## src/rtl/id_exe_stage_reg_pkg.sv

```systemverilog
// Shared pipeline definitions used by the ID/EXE stage register and the
// stages around it: datapath width, ALU command encodings, enable
// polarity constants and barrel-shifter shift-type encodings.
package id_exe_stage_reg_pkg;

    localparam int REGISTER_LEN      = 32;
    localparam int SHIFT_OPERAND_LEN = 12;
    localparam int IMM24_LEN         = 24;
    localparam int REG_ADDR_LEN      = 4;
    localparam int EXE_CMD_LEN       = 4;
    localparam int STATUS_LEN        = 4;

    localparam logic ENABLE  = 1'b1;
    localparam logic DISABLE = 1'b0;

    // ALU commands. Several opcodes share an encoding (CMP/SUB, TST/AND,
    // LDR/STR/ADD), so these are plain constants rather than an enum.
    localparam logic [EXE_CMD_LEN-1:0] EXE_NOP = 4'b0000;
    localparam logic [EXE_CMD_LEN-1:0] EXE_MOV = 4'b0001;
    localparam logic [EXE_CMD_LEN-1:0] EXE_ADD = 4'b0010;
    localparam logic [EXE_CMD_LEN-1:0] EXE_ADC = 4'b0011;
    localparam logic [EXE_CMD_LEN-1:0] EXE_SUB = 4'b0100;
    localparam logic [EXE_CMD_LEN-1:0] EXE_SBC = 4'b0101;
    localparam logic [EXE_CMD_LEN-1:0] EXE_AND = 4'b0110;
    localparam logic [EXE_CMD_LEN-1:0] EXE_ORR = 4'b0111;
    localparam logic [EXE_CMD_LEN-1:0] EXE_EOR = 4'b1000;
    localparam logic [EXE_CMD_LEN-1:0] EXE_MVN = 4'b1001;
    localparam logic [EXE_CMD_LEN-1:0] EXE_CMP = 4'b0100;
    localparam logic [EXE_CMD_LEN-1:0] EXE_TST = 4'b0110;
    localparam logic [EXE_CMD_LEN-1:0] EXE_LDR = 4'b0010;
    localparam logic [EXE_CMD_LEN-1:0] EXE_STR = 4'b0010;

    typedef enum logic [1:0] {
        SHIFT_LSL = 2'b00,
        SHIFT_LSR = 2'b01,
        SHIFT_ASR = 2'b10,
        SHIFT_ROR = 2'b11
    } shift_type_e;

endpackage

```

## src/rtl/id_exe_stage_reg_pipe_reg.sv

```systemverilog
// Generic pipeline register with async active-high reset, synchronous
// clear (highest priority after reset) and load enable.
//   clk, rst : clock and async reset
//   clr_i    : synchronous clear to zero
//   en_i     : load d_i when high, hold otherwise
//   d_i/q_o  : WIDTH-bit data in / registered data out
module pipe_reg #(
    parameter int WIDTH = 1
) (
    input  logic             clk,
    input  logic             rst,
    input  logic             clr_i,
    input  logic             en_i,
    input  logic [WIDTH-1:0] d_i,
    output logic [WIDTH-1:0] q_o
);

    always_ff @(posedge clk or posedge rst) begin
        if (rst) begin
            q_o <= '0;
        end else if (clr_i) begin
            q_o <= '0;
        end else if (en_i) begin
            q_o <= d_i;
        end
    end

endmodule

```

## src/rtl/id_exe_stage_reg.sv

```systemverilog
// ID/EXE pipeline stage register. Captures the decoded instruction fields
// from ID each cycle; flush squashes the stage to an all-zero bubble,
// freeze holds it. Control strobes are forced low for non-valid
// instructions, and a simultaneous memory read+write resolves to write.
// Ports: clk, rst (async, active-high), flush, freeze, one *_in per field,
// matching registered *_out, plus valid_in/valid_out.
module id_exe_stage_reg #(
    parameter int REGISTER_LEN = id_exe_stage_reg_pkg::REGISTER_LEN
) (
    input  logic                    clk,
    input  logic                    rst,
    input  logic                    flush,
    input  logic                    freeze,
    input  logic                    valid_in,
    input  logic [REGISTER_LEN-1:0] pc_in,
    input  logic [REGISTER_LEN-1:0] val_rn_in,
    input  logic [REGISTER_LEN-1:0] val_rm_in,
    input  logic [11:0]             shift_operand_in,
    input  logic                    imm_in,
    input  logic [23:0]             signed_imm24_in,
    input  logic [3:0]              exe_cmd_in,
    input  logic                    mem_r_en_in,
    input  logic                    mem_w_en_in,
    input  logic                    wb_en_in,
    input  logic                    b_in,
    input  logic                    s_in,
    input  logic [3:0]              dest_in,
    input  logic [3:0]              src1_in,
    input  logic [3:0]              src2_in,
    input  logic [3:0]              status_in,
    output logic                    valid_out,
    output logic [REGISTER_LEN-1:0] pc_out,
    output logic [REGISTER_LEN-1:0] val_rn_out,
    output logic [REGISTER_LEN-1:0] val_rm_out,
    output logic [11:0]             shift_operand_out,
    output logic                    imm_out,
    output logic [23:0]             signed_imm24_out,
    output logic [3:0]              exe_cmd_out,
    output logic                    mem_r_en_out,
    output logic                    mem_w_en_out,
    output logic                    wb_en_out,
    output logic                    b_out,
    output logic                    s_out,
    output logic [3:0]              dest_out,
    output logic [3:0]              src1_out,
    output logic [3:0]              src2_out,
    output logic [3:0]              status_out
);

    import id_exe_stage_reg_pkg::*;

    localparam int STAGE_W = 3 * REGISTER_LEN + SHIFT_OPERAND_LEN + 1 + IMM24_LEN
                           + EXE_CMD_LEN + 5 + 3 * REG_ADDR_LEN + STATUS_LEN + 1;

    logic               mem_r_en_d;
    logic               mem_w_en_d;
    logic               wb_en_d;
    logic               b_d;
    logic               s_d;
    logic [STAGE_W-1:0] stage_d;
    logic [STAGE_W-1:0] stage_q;

    // Bubbles never carry live strobes; write beats read on a conflict.
    assign mem_w_en_d = valid_in & mem_w_en_in;
    assign mem_r_en_d = valid_in & mem_r_en_in & ~mem_w_en_in;
    assign wb_en_d    = valid_in & wb_en_in;
    assign b_d        = valid_in & b_in;
    assign s_d        = valid_in & s_in;

    assign stage_d = {pc_in, val_rn_in, val_rm_in, shift_operand_in, imm_in,
                      signed_imm24_in, exe_cmd_in, mem_r_en_d, mem_w_en_d,
                      wb_en_d, b_d, s_d, dest_in, src1_in, src2_in,
                      status_in, valid_in};

    // Flush is the clear input so it overrides freeze inside pipe_reg.
    pipe_reg #(
        .WIDTH (STAGE_W)
    ) u_stage (
        .clk   (clk),
        .rst   (rst),
        .clr_i (flush),
        .en_i  (freeze == DISABLE),
        .d_i   (stage_d),
        .q_o   (stage_q)
    );

    assign {pc_out, val_rn_out, val_rm_out, shift_operand_out, imm_out,
            signed_imm24_out, exe_cmd_out, mem_r_en_out, mem_w_en_out,
            wb_en_out, b_out, s_out, dest_out, src1_out, src2_out,
            status_out, valid_out} = stage_q;

endmodule

```

## config.mk

```make
export PLATFORM = sky130hd
export DESIGN_NAME = id_exe_stage_reg
export DESIGN_NICKNAME = d
export VERILOG_FILES = /design/src/rtl/id_exe_stage_reg_pkg.sv /design/src/rtl/id_exe_stage_reg_pipe_reg.sv /design/src/rtl/id_exe_stage_reg.sv
export SDC_FILE = /design/constraint.sdc
export NUM_CORES = 1
export LEC_CHECK = 0
export ABC_AREA = 1
export CAP_MARGIN = 20
export CORE_AREA = 2 2 125 127
export CTS_BUF_LIST = sky130_fd_sc_hd__clkbuf_2 sky130_fd_sc_hd__clkbuf_4 sky130_fd_sc_hd__clkbuf_8
export CTS_CLUSTER_DIAMETER = 120
export DETAILED_ROUTE_END_ITERATION = 8
export DIE_AREA = 0 0 127 129
export GPL_ROUTABILITY_DRIVEN = 0
export MAX_ROUTING_LAYER = met4
export PLACE_DENSITY = 0.9
export SETUP_SLACK_MARGIN = 0.2
export SLEW_MARGIN = 20
export SYNTH_ARGS = -nofsm -noshare
export SYNTH_HDL_FRONTEND = slang
export SYNTH_SLANG_ARGS = --single-unit
```

## constraint.sdc

```tcl
create_clock -name clk -period 9.8 [get_ports clk]
set_clock_uncertainty 0.2 [all_clocks]
set_input_delay 1.96 -clock clk [delete_from_list [all_inputs] [get_ports clk]]
set_output_delay 1.96 -clock clk [all_outputs]
set_load 0.01 [all_outputs]
```

==> results.json, run 1 <==
{
  "syn_avg_cell_area_sq_um": 8.83,
  "fillCellCount": 1165,
  "endpoint_kind": "asynchronous set/reset pin",
  "start_util_pct": 39.9,
  "timing.rr.end": "u_stage.q_o[123]$_DFFE_PP0P_",
  "p_total_mw": 1.42,
  "port_buffers": 321,
  "setup_violations": 0,
  "cts_setup_buffers": 0,
  "fin_tns_setup_ps": 0,
  "drc": 0,
  "timing.rr.start": "u_stage.q_o[123]$_DFFE_PP0P_",
  "clock-root-buffer": "clkbuf_8",
  "routed_wl_microns": 17500,
  "grt_max_degree": 90,
  "reg2regPathDepth": 2,
  "synth_cell_types": 9,
  "syn-cell-area_sq_um": 5970,
  "fmax_mhz": 269,
  "min_path_cells": 2,
  "ios": 322,
  "final_common_cell": "nand2_1",
  "grt_usage_pct": 21.8,
  "fp.dieW_microns": 127,
  "final_core_util_pct": 64.7,
  "postRouteAntennaNets": 0,
  "via_per_inst": 4.60,
  "antenna_found_initial": 1,
  "rsz0062_at_grt": "false",
  "syn_nets": 839,
  "grt_pass1_wl_microns": 26800,
  "route.vias.total": 5470,
  "first_pass_iters": 4,
  "r2r_setup_slack_ps": 8910,
  "place_ws_ps": 5540,
  "drive_gt1_share_pct": 3.90,
  "nNetsFinal": 1150,
  "core_sq_um": 15000,
  "ctsHoldBuffers": 0,
  "hold_start": "u_stage.q_o[71]$_DFFE_PP0P_",
  "cts_buffers": 17,
  "yosys_warnings": 0,
  "tightestPinTransition_ps": 969,
  "cp.required_ps": 10030,
  "wl_per_cell_microns": 14.8,
  "finalMaxSlewViolations": 0,
  "largest_register_ffs": 159,
  "drtIter0Drc": 299,
  "maxCapViolCount": 0,
  "path_clk_slew_ps": 80,
  "place_area_sq_um": 9300,
  "worst_slack_ps": 6080,
  "clock_path_buffers": 2,
  "hold_path_class": "flop to flop",
  "power_density_nw_per_um2": 147,
  "stdcell_area_sq_um": 9700,
  "grt_pass1_vias": 5370,
  "outcome": "complete, no violations",
  "area_delta_synth_final_pct": 62.4,
  "cp.arrival_ps": 3950,
  "die_h_microns": 129,
  "top_regs": "u_stage.q_o: 159 flops",
  "leakagePower_nw": 4.86,
  "min_period_ps": 3720,
  "cts_resized": 0,
  "vdd_ir_drop_max_mv": 0.0922,
  "synthCells": 676,
  "largest_register": "u_stage.q_o",
  "synth-seq-cells": 159,
  "h-tree-depth": 4,
  "ys_seq_area_share_pct": 66.7,
  "critical_path.max_fanout": 82,
  "post-dp-hpwl_microns": 12500,
  "die_area_sq_um": 16400,
  "hold_end": "u_stage.q_o[71]$_DFFE_PP0P_",
  "fin_crit_sh_pct": 38.0,
  "finalHoldViolCount": 0,
  "criticalPathCategory": "input pin to asynchronous set/reset pin",
  "gr-total-overflow": 0,
  "maxSlewHeadroom_pct": 35.4,
  "cts_tree": "yes",
  "clock_sinks": 159,
  "rows": 45,
  "final_cell_mix": "nand2_1 (472), clkdlybuf4s50_1 (321), dfrtp_1 (159), clkbuf_8 (18)",
  "startpoint_type": "input pin",
  "insertion_delay_ps": 430
}
per-layer routing:
| metal | track usage, % | share of wire (%) |
|---|---|---|
| met5 | - | 0 |
| met4 | 7.89 | 2.1 |
| met3 | 5.86 | 8.3 |
| met2 | 36.4 | 49 |
| met1 | 25.5 | 41 |
how the worst max path moves through the flow:
| stage | startpoint | end | slack, ps |
|---|---|---|---|
| 2_1_floorplan | rst | u_stage.q_o[0]$_DFFE_PP0P_ | 3350 |
| 3_3_place_gp | rst | u_stage.q_o[102]$_DFFE_PP0P_ | 5560 |
| 3_5_place_dp | rst | u_stage.q_o[149]$_DFFE_PP0P_ | 5540 |
| 4_1_cts | rst | u_stage.q_o[110]$_DFFE_PP0P_ | 6050 |
| 5_1_grt | rst | u_stage.q_o[1]$_DFFE_PP0P_ | 5770 |
| 6_report | rst | u_stage.q_o[1]$_DFFE_PP0P_ | 6080 |
critical path, stage by stage:
cell and delay, ps:
clkdlybuf4s50_1 460, inv_6 520, buf_4 890
power by group:
group / internal (mW) / total [mW] / switching (mW) / leakage [nW]
logic: 0.133 / 0.230 / 0.0975 / 2.56
clock network: 0.236 / 0.482 / 0.246 / 0.188
registers: 0.692 / 0.712 / 0.0206 / 2.12
total: 1.06 / 1.42 / 0.364 / 4.86
synth_stat cells:
cell | instances | share of area, %
buf_2 | 28 | 2.3
buf_4 | 1 | 0.13
clkbuf_1 | 5 | 0.31
dfrtp_1 | 159 | 67
inv_1 | 3 | 0.19
nand2_1 | 472 | 30
nand3_1 | 5 | 0.42
nor2_1 | 1 | 0.063
nor2_2 | 2 | 0.21
cell families (layout without fill, tap and decap cells):
logic type / after synthesis / after routing / synth area share [%]
buf+inv: 37 / 360 / 2.98
flops: 159 / 159 / 66.7
other cells: 0 / 1 / 0
simple gates: 480 / 480 / 30.4
layout make-up:
class / instances / area, sq um / area share (%)
multi-input cells: 480 / 1820 / 18.8
repair buffers: 326 / 3250 / 33.5
clock buffers: 19 / 255 / 2.63
flip-flops and latches: 159 / 3980 / 41.0
inverters: 3 / 16.3 / 0.168
clock inverters: 12 / 135 / 1.39
well taps: 188 / 235 / 2.43
diodes: 1 / 2.50 / 0.0258
through the flow:
step	instances	hold WS, ps
2_1_floorplan	676	307
3_3_place_gp	1156	252
3_5_place_dp	1156	257
4_1_cts	1187	278
5_1_grt	1188	289
6_report	1188	273
Note: power is estimated with default switching activity, not from simulation.
==> run 2: changes to the inputs <==
--- a/config.mk
+++ b/config.mk
@@ -7,14 +7,13 @@
 export LEC_CHECK = 0
 export ABC_AREA = 1
 export CAP_MARGIN = 20
-export CORE_AREA = 2 2 125 127
+export CORE_UTILIZATION = 36
 export CTS_BUF_LIST = sky130_fd_sc_hd__clkbuf_2 sky130_fd_sc_hd__clkbuf_4 sky130_fd_sc_hd__clkbuf_8
 export CTS_CLUSTER_DIAMETER = 120
 export DETAILED_ROUTE_END_ITERATION = 8
-export DIE_AREA = 0 0 127 129
 export GPL_ROUTABILITY_DRIVEN = 0
 export MAX_ROUTING_LAYER = met4
-export PLACE_DENSITY = 0.9
+export PLACE_DENSITY = 0.86
 export SETUP_SLACK_MARGIN = 0.2
 export SLEW_MARGIN = 20
 export SYNTH_ARGS = -nofsm -noshare
==> constraint.sdc (replaced) <==
create_clock -name clk -period 3.3 [get_ports clk]
set_clock_uncertainty 0.2 [all_clocks]
set_input_delay 0.66 -clock clk [delete_from_list [all_inputs] [get_ports clk]]
set_output_delay 0.66 -clock clk [all_outputs]
set_load 0.01 [all_outputs]
==> run 2 against run 1 <==
Against the previous run:
- flip-flop and latch count did not move
- wire length fell by 4.4%
- register-to-register slack got worse by 6500 ps
- cell count rose by 2.4%
- utilization down 3.5 points
- sequential power grew to 3.0 times the previous value
- setup slack got worse by 5000 ps
- first-iteration DRC count down 2.0%
- via count down 1.2%
- non-clock buffer count increased by 1
- largest cell class unchanged
==> results.json, run 2 (synthesis gave the netlist of run 1 again) <==
{
  "largest_register_ffs": 159,
  "path_cells": "clkdlybuf4s50_1",
  "ctsHoldBuffers": 0,
  "final_cell_mix": "nand2_1 (472), clkdlybuf4s50_1 (321), dfrtp_1 (159), clkbuf_8 (19)",
  "start_util_pct": 37.2,
  "worst_slack_ps": 1050,
  "insertion_delay_ps": 440,
  "routed_wl_microns": 16800,
  "drtIter0Drc": 293,
  "maxCapViolCount": 0,
  "cts_buffers": 17,
  "antenna_cells": 0,
  "finalHoldViolCount": 0,
  "outcome": "complete, no violations",
  "final_common_cell": "nand2_1",
  "finalMaxSlewViolations": 0,
  "fmax_mhz": 444,
  "clock_sinks": 159,
  "p_total_mw": 4.35,
  "grt_usage_pct": 19.8,
  "core_sq_um": 16100,
  "cp.arrival_ps": 1390,
  "grt_max_degree": 131,
  "ios": 322,
  "hold_slack_ps": 236,
  "setup_violations": 0,
  "top_regs": "u_stage.q_o: 159 flops",
  "power_density_nw_per_um2": 443,
  "tightestPinTransition_ps": 709,
  "critical_path.max_fanout": 2,
  "die_h_microns": 131,
  "area_delta_synth_final_pct": 64.8,
  "grt_pass1_wl_microns": 25000,
  "cts_resized": 0,
  "leakagePower_nw": 4.91,
  "rsz0062_at_grt": "false",
  "drive_gt1_share_pct": 4.10,
  "route.vias.total": 5407,
  "antenna_found_initial": 0,
  "cp_slowest_stage_delay_ps": 610,
  "cts_tree": "yes",
  "hold_path_class": "input pin to asynchronous set/reset pin",
  "port_buffers": 321,
  "drc": 0,
  "path_clk_slew_ps": 80,
  "via_per_inst": 4.44,
  "place_ws_ps": 1040,
  "grt_pass1_vias": 5130,
  "gr-total-overflow": 0,
  "criticalPathCategory": "flop to primary output",
  "cts_setup_buffers": 0,
  "h-tree-depth": 4,
  "nNetsFinal": 1151,
  "die_area_sq_um": 17100,
  "fin_crit_sh_pct": 68.3,
  "crit_family": "buffers and inverters",
  "clock-root-buffer": "clkbuf_8",
  "post-dp-hpwl_microns": 11700,
  "largest_register": "u_stage.q_o",
  "startpoint_type": "flop",
  "wl_per_cell_microns": 13.8,
  "fin_tns_setup_ps": 0,
  "place_area_sq_um": 9410,
  "maxSlewHeadroom_pct": 52.7,
  "path_buf_inv": 1,
  "rows": 46,
  "cp_slowest_cell": "clkdlybuf4s50_1",
  "postRouteAntennaNets": 0,
  "vdd_ir_drop_max_mv": 0.218,
  "first_pass_iters": 5,
  "fp.dieW_microns": 131,
  "stdcell_area_sq_um": 9840,
  "endpoint_kind": "primary output",
  "cp.required_ps": 2440,
  "clock_path_buffers": 2,
  "min_period_ps": 2250
}
run 2: final timing paths:
check / slack (ps) / end / cells after the start / startpoint
setup reg to reg: 2450 / u_stage.q_o[60]$_DFFE_PP0P_ / 2 / u_stage.q_o[60]$_DFFE_PP0P_
hold / removal: 240 / u_stage.q_o[120]$_DFFE_PP0P_ / 2 / rst
setup / recovery: 1050 / status_out[3] / 1 / u_stage.q_o[4]$_DFFE_PP0P_
min in group clk: 270 / u_stage.q_o[132]$_DFFE_PP0P_ / 2 / u_stage.q_o[132]$_DFFE_PP0P_
hold reg to reg: 270 / u_stage.q_o[132]$_DFFE_PP0P_ / 2 / u_stage.q_o[132]$_DFFE_PP0P_
max in group asynchronous: 1770 / u_stage.q_o[94]$_DFFE_PP0P_ / 3 / rst
run 2: routing by layer:
layer	vias to the layer above	share of wire (%)	GRT usage (%)
li1	2648	-	-
met5	-	0	-
met2	241	48	31.3
met1	2494	41	23.2
met3	24	8.2	6.31
met4	0	2.3	8.65
run 2: layout make-up:
class	count	area (sq um)
fillers	1298	6220
clock buffers	21	277
inverters	3	15.0
well taps	216	270
clock inverters	11	153
repair buffers	327	3320
flip-flops and latches	159	3980
multi-input cells	480	1820
run 2: report_power, final:
part | internal [mW] | total [mW] | switching (mW) | leakage, nW
combinational | 0.402 | 0.690 | 0.288 | 2.58
clock | 0.814 | 1.55 | 0.738 | 0.211
sequential | 2.05 | 2.11 | 0.0584 | 2.12
run 2: metrics by stage:
stage	std cells	util, %
6_report	1217	61.3
5_1_grt	1217	61.3
3_5_place_dp	1185	58.6
2_1_floorplan	676	-
3_3_place_gp	1185	58.6
4_1_cts	1217	61.3
==> variant: new RTL, settings of run 2 <==
Put a register stage on the output `signed_imm24_out`, without a reset. The value now appears one clock later. The other outputs are not delayed to match.
--- a/src/rtl/id_exe_stage_reg.sv
+++ b/src/rtl/id_exe_stage_reg.sv
@@ -52,6 +52,8 @@
     localparam int STAGE_W = 3 * REGISTER_LEN + SHIFT_OPERAND_LEN + 1 + IMM24_LEN
                            + EXE_CMD_LEN + 5 + 3 * REG_ADDR_LEN + STATUS_LEN + 1;
 
+    logic [23:0] signed_imm24_d;
+
     logic               mem_r_en_d;
     logic               mem_w_en_d;
     logic               wb_en_d;
@@ -85,9 +87,13 @@
     );
 
     assign {pc_out, val_rn_out, val_rm_out, shift_operand_out, imm_out,
-            signed_imm24_out, exe_cmd_out, mem_r_en_out, mem_w_en_out,
+            signed_imm24_d, exe_cmd_out, mem_r_en_out, mem_w_en_out,
             wb_en_out, b_out, s_out, dest_out, src1_out, src2_out,
             status_out, valid_out} = stage_q;
 
+    always_ff @(posedge clk) begin
+        signed_imm24_out <= signed_imm24_d;
+    end
+
 endmodule
 
Behaviour: not the same (a bounded check fails within 4 cycles, from zero or initial values and one cycle with rst high).
==> variant against run 2 <==
- synthesized area increased by 24%
- core utilization decreased by 9.7 points
- final area is 6.0% higher
- sequential cell count rose by 24
- die area increased by 24%
- wire length rose by 5.2%
- count of clock-buffer cells in the layout fell by 3
- register-to-register slack is essentially flat
- total power rose by 9.2%
- clock power is 5% higher
- worst setup slack is essentially flat
- hold slack worse by 0.062 ns
- final cell count up 6.7%
- largest cell class unchanged
- highest routed layer unchanged
==> variant: results (changes against run 2) <==
largest fanout on the critical path=2 (unchanged); H-tree depth=4 (unchanged); fill count=1810 (+39%); sequential fraction of the synthesis area=60.2% (-6.5 points); synth unique cells=10 (+1); port bufs=321 (unchanged); Post-Syn Nets=991 (+18%); initial antenna violation count=0 (unchanged); Worst-Skew Late Latency=0.44 ns (about the same); nets=1179 (+2.4%); top flop regs=u_stage.q_o: 159 flops, signed_imm24_out: 24 flops; Post-CTS Setup Bufs=0 (unchanged); Min-Delay Path Class=flip-flop to flip-flop; via count=5656 (+4.6%); flop2flop setup slack=2.45 ns (about the same); Worst path top cell family by delay=buffers and inverters; Total Wirelength=17.6 mm (+5.2%); setup TNS=0 ns (unchanged); status=completed; clock-pin transition on the worst setup and hold timing paths=0.10 ns (+0.02 ns); first-pass GRT wire length=29.2 mm (+17%); diode count=0 (unchanged); Peak VDD IR=0.289 mV (+33%); Worst Tran Pin Value=0.503 ns (-0.206 ns); CTS root buf=clkbuf_8; source of the worst hold timing path=u_stage.q_o[29]; ranking of synthesized cells by area=dfrtp_1 54%, nand2_1 24%, buf_4 13%; HPWL after detailed placement=12.5 mm (+6.6%); CTS Buffer Depth=2 (unchanged); Non-Filler Instances=1299 (+6.7%); worst slack at placement=0.796 ns (-0.240 ns); gr usage total=18.0% (-1.8 points); Avg Cell Area, Syn=8.95 sq um (+1.3%); CTS Buf Count=17 (unchanged); Hold Path Sink=signed_imm24_out[3]; ys async rst share=86.9% (-13 points); FF-to-FF End=u_stage.q_o[78]; CP max stage delay=0.59 ns (-0.02 ns); most frequent cells after synthesis=472 x nand2_1, 159 x dfrtp_1, 129 x buf_4; CTS resizes=0 (unchanged); WHS Path Cells=0; initial drt markers=299 (+2.0%); Detailed Routing Iterations Pass 1=4 (-1); layout cells sized above 1=4.37% (+0.28 points); Reg2Reg Launch Point=u_stage.q_o[78]; slowest CP cell=clkdlybuf4s50_1; pin count of the biggest net entering global routing=84 (-36%); Ys Warns=0 (unchanged); Worst R2R Path Depth=2 (unchanged); Leakage=5.13 nW (+4.5%)
variant: changes by cell type after synthesis, sizes merged:
cell    before  now
clkbuf       5    6
buf         29  156
dfxtp        0   24
variant: worst max-delay path by stage:
| stage | start | to | slack [ns] | cells past startpoint |
|---|---|---|---|---|
| after floorplan | rst | u_stage.q_o[0] | 0.43 | 1 |
| after global placement | freeze | u_stage.q_o[133] | 0.84 | 6 |
| after detailed placement | freeze | u_stage.q_o[141] | 0.80 | 6 |
| after CTS | u_stage.q_o[0] | valid_out | 1.00 | 1 |
| after global routing | u_stage.q_o[0] | valid_out | 0.93 | 1 |
| final | u_stage.q_o[0] | valid_out | 1.05 | 1 |
variant: cell families (layout without fill, tap and decap cells):
| kind of cell | Yosys count | in the layout | share of synthesized area, % |
|---|---|---|---|
| buffers and inverters | 165 | 366 | 15.3 |
| AND/OR/NAND/NOR | 480 | 480 | 24.5 |
| flip-flops | 183 | 183 | 60.2 |
variant: per-layer routing:
layer	global-route usage (%)	share of wire [%]	routed length [microns]
met5	-	0	0
met4	5.89	2.1	370
met3	5.80	7.3	1300
met2	29.3	49	8650
met1	21.0	42	7330
variant: layout make-up:
type                    instances  share of cell area, %
well taps                     270                   3.24
multi-input cells             480                   17.5
flip-flops and latches        183                   42.8
repair buffers                331                   32.2
clock buffers                  18                   2.32
inverters                       3                  0.144
clock inverters                14                   1.82
variant: metrics by stage:
| stage | utilization, % | total power (W) | hold slack (ns) | cell area, sq um |
|---|---|---|---|---|
| final | 51.5 | 0.00476 | 0.173 | 10400 |
| after global routing | 51.5 | 0.00498 | 0.186 | 10400 |
| after CTS | 51.5 | 0.00483 | 0.176 | 10400 |
| after detailed placement | 49.4 | 0.00318 | 0.153 | 10000 |
| after global placement | 49.4 | 0.00316 | 0.152 | 10000 |
| after floorplan | - | 0.00280 | 0.147 | 7410 |
variant: worst reg2reg max path: stages (launching register included):
cell	delay [ns]
dfrtp_1	0.40
nand2_1	0.07
nand2_1	0.07
variant: power by group:
| group | leakage (nW) | total [W] | internal [W] | switching [W] |
|---|---|---|---|---|
| registers | 2.31 | 0.00242 | 0.00236 | 0.0000630 |
| logic | 2.60 | 0.000699 | 0.000407 | 0.000292 |
| clock network | 0.209 | 0.00163 | 0.000782 | 0.000853 |
| total | 5.13 | 0.00476 | 0.00355 | 0.00121 |
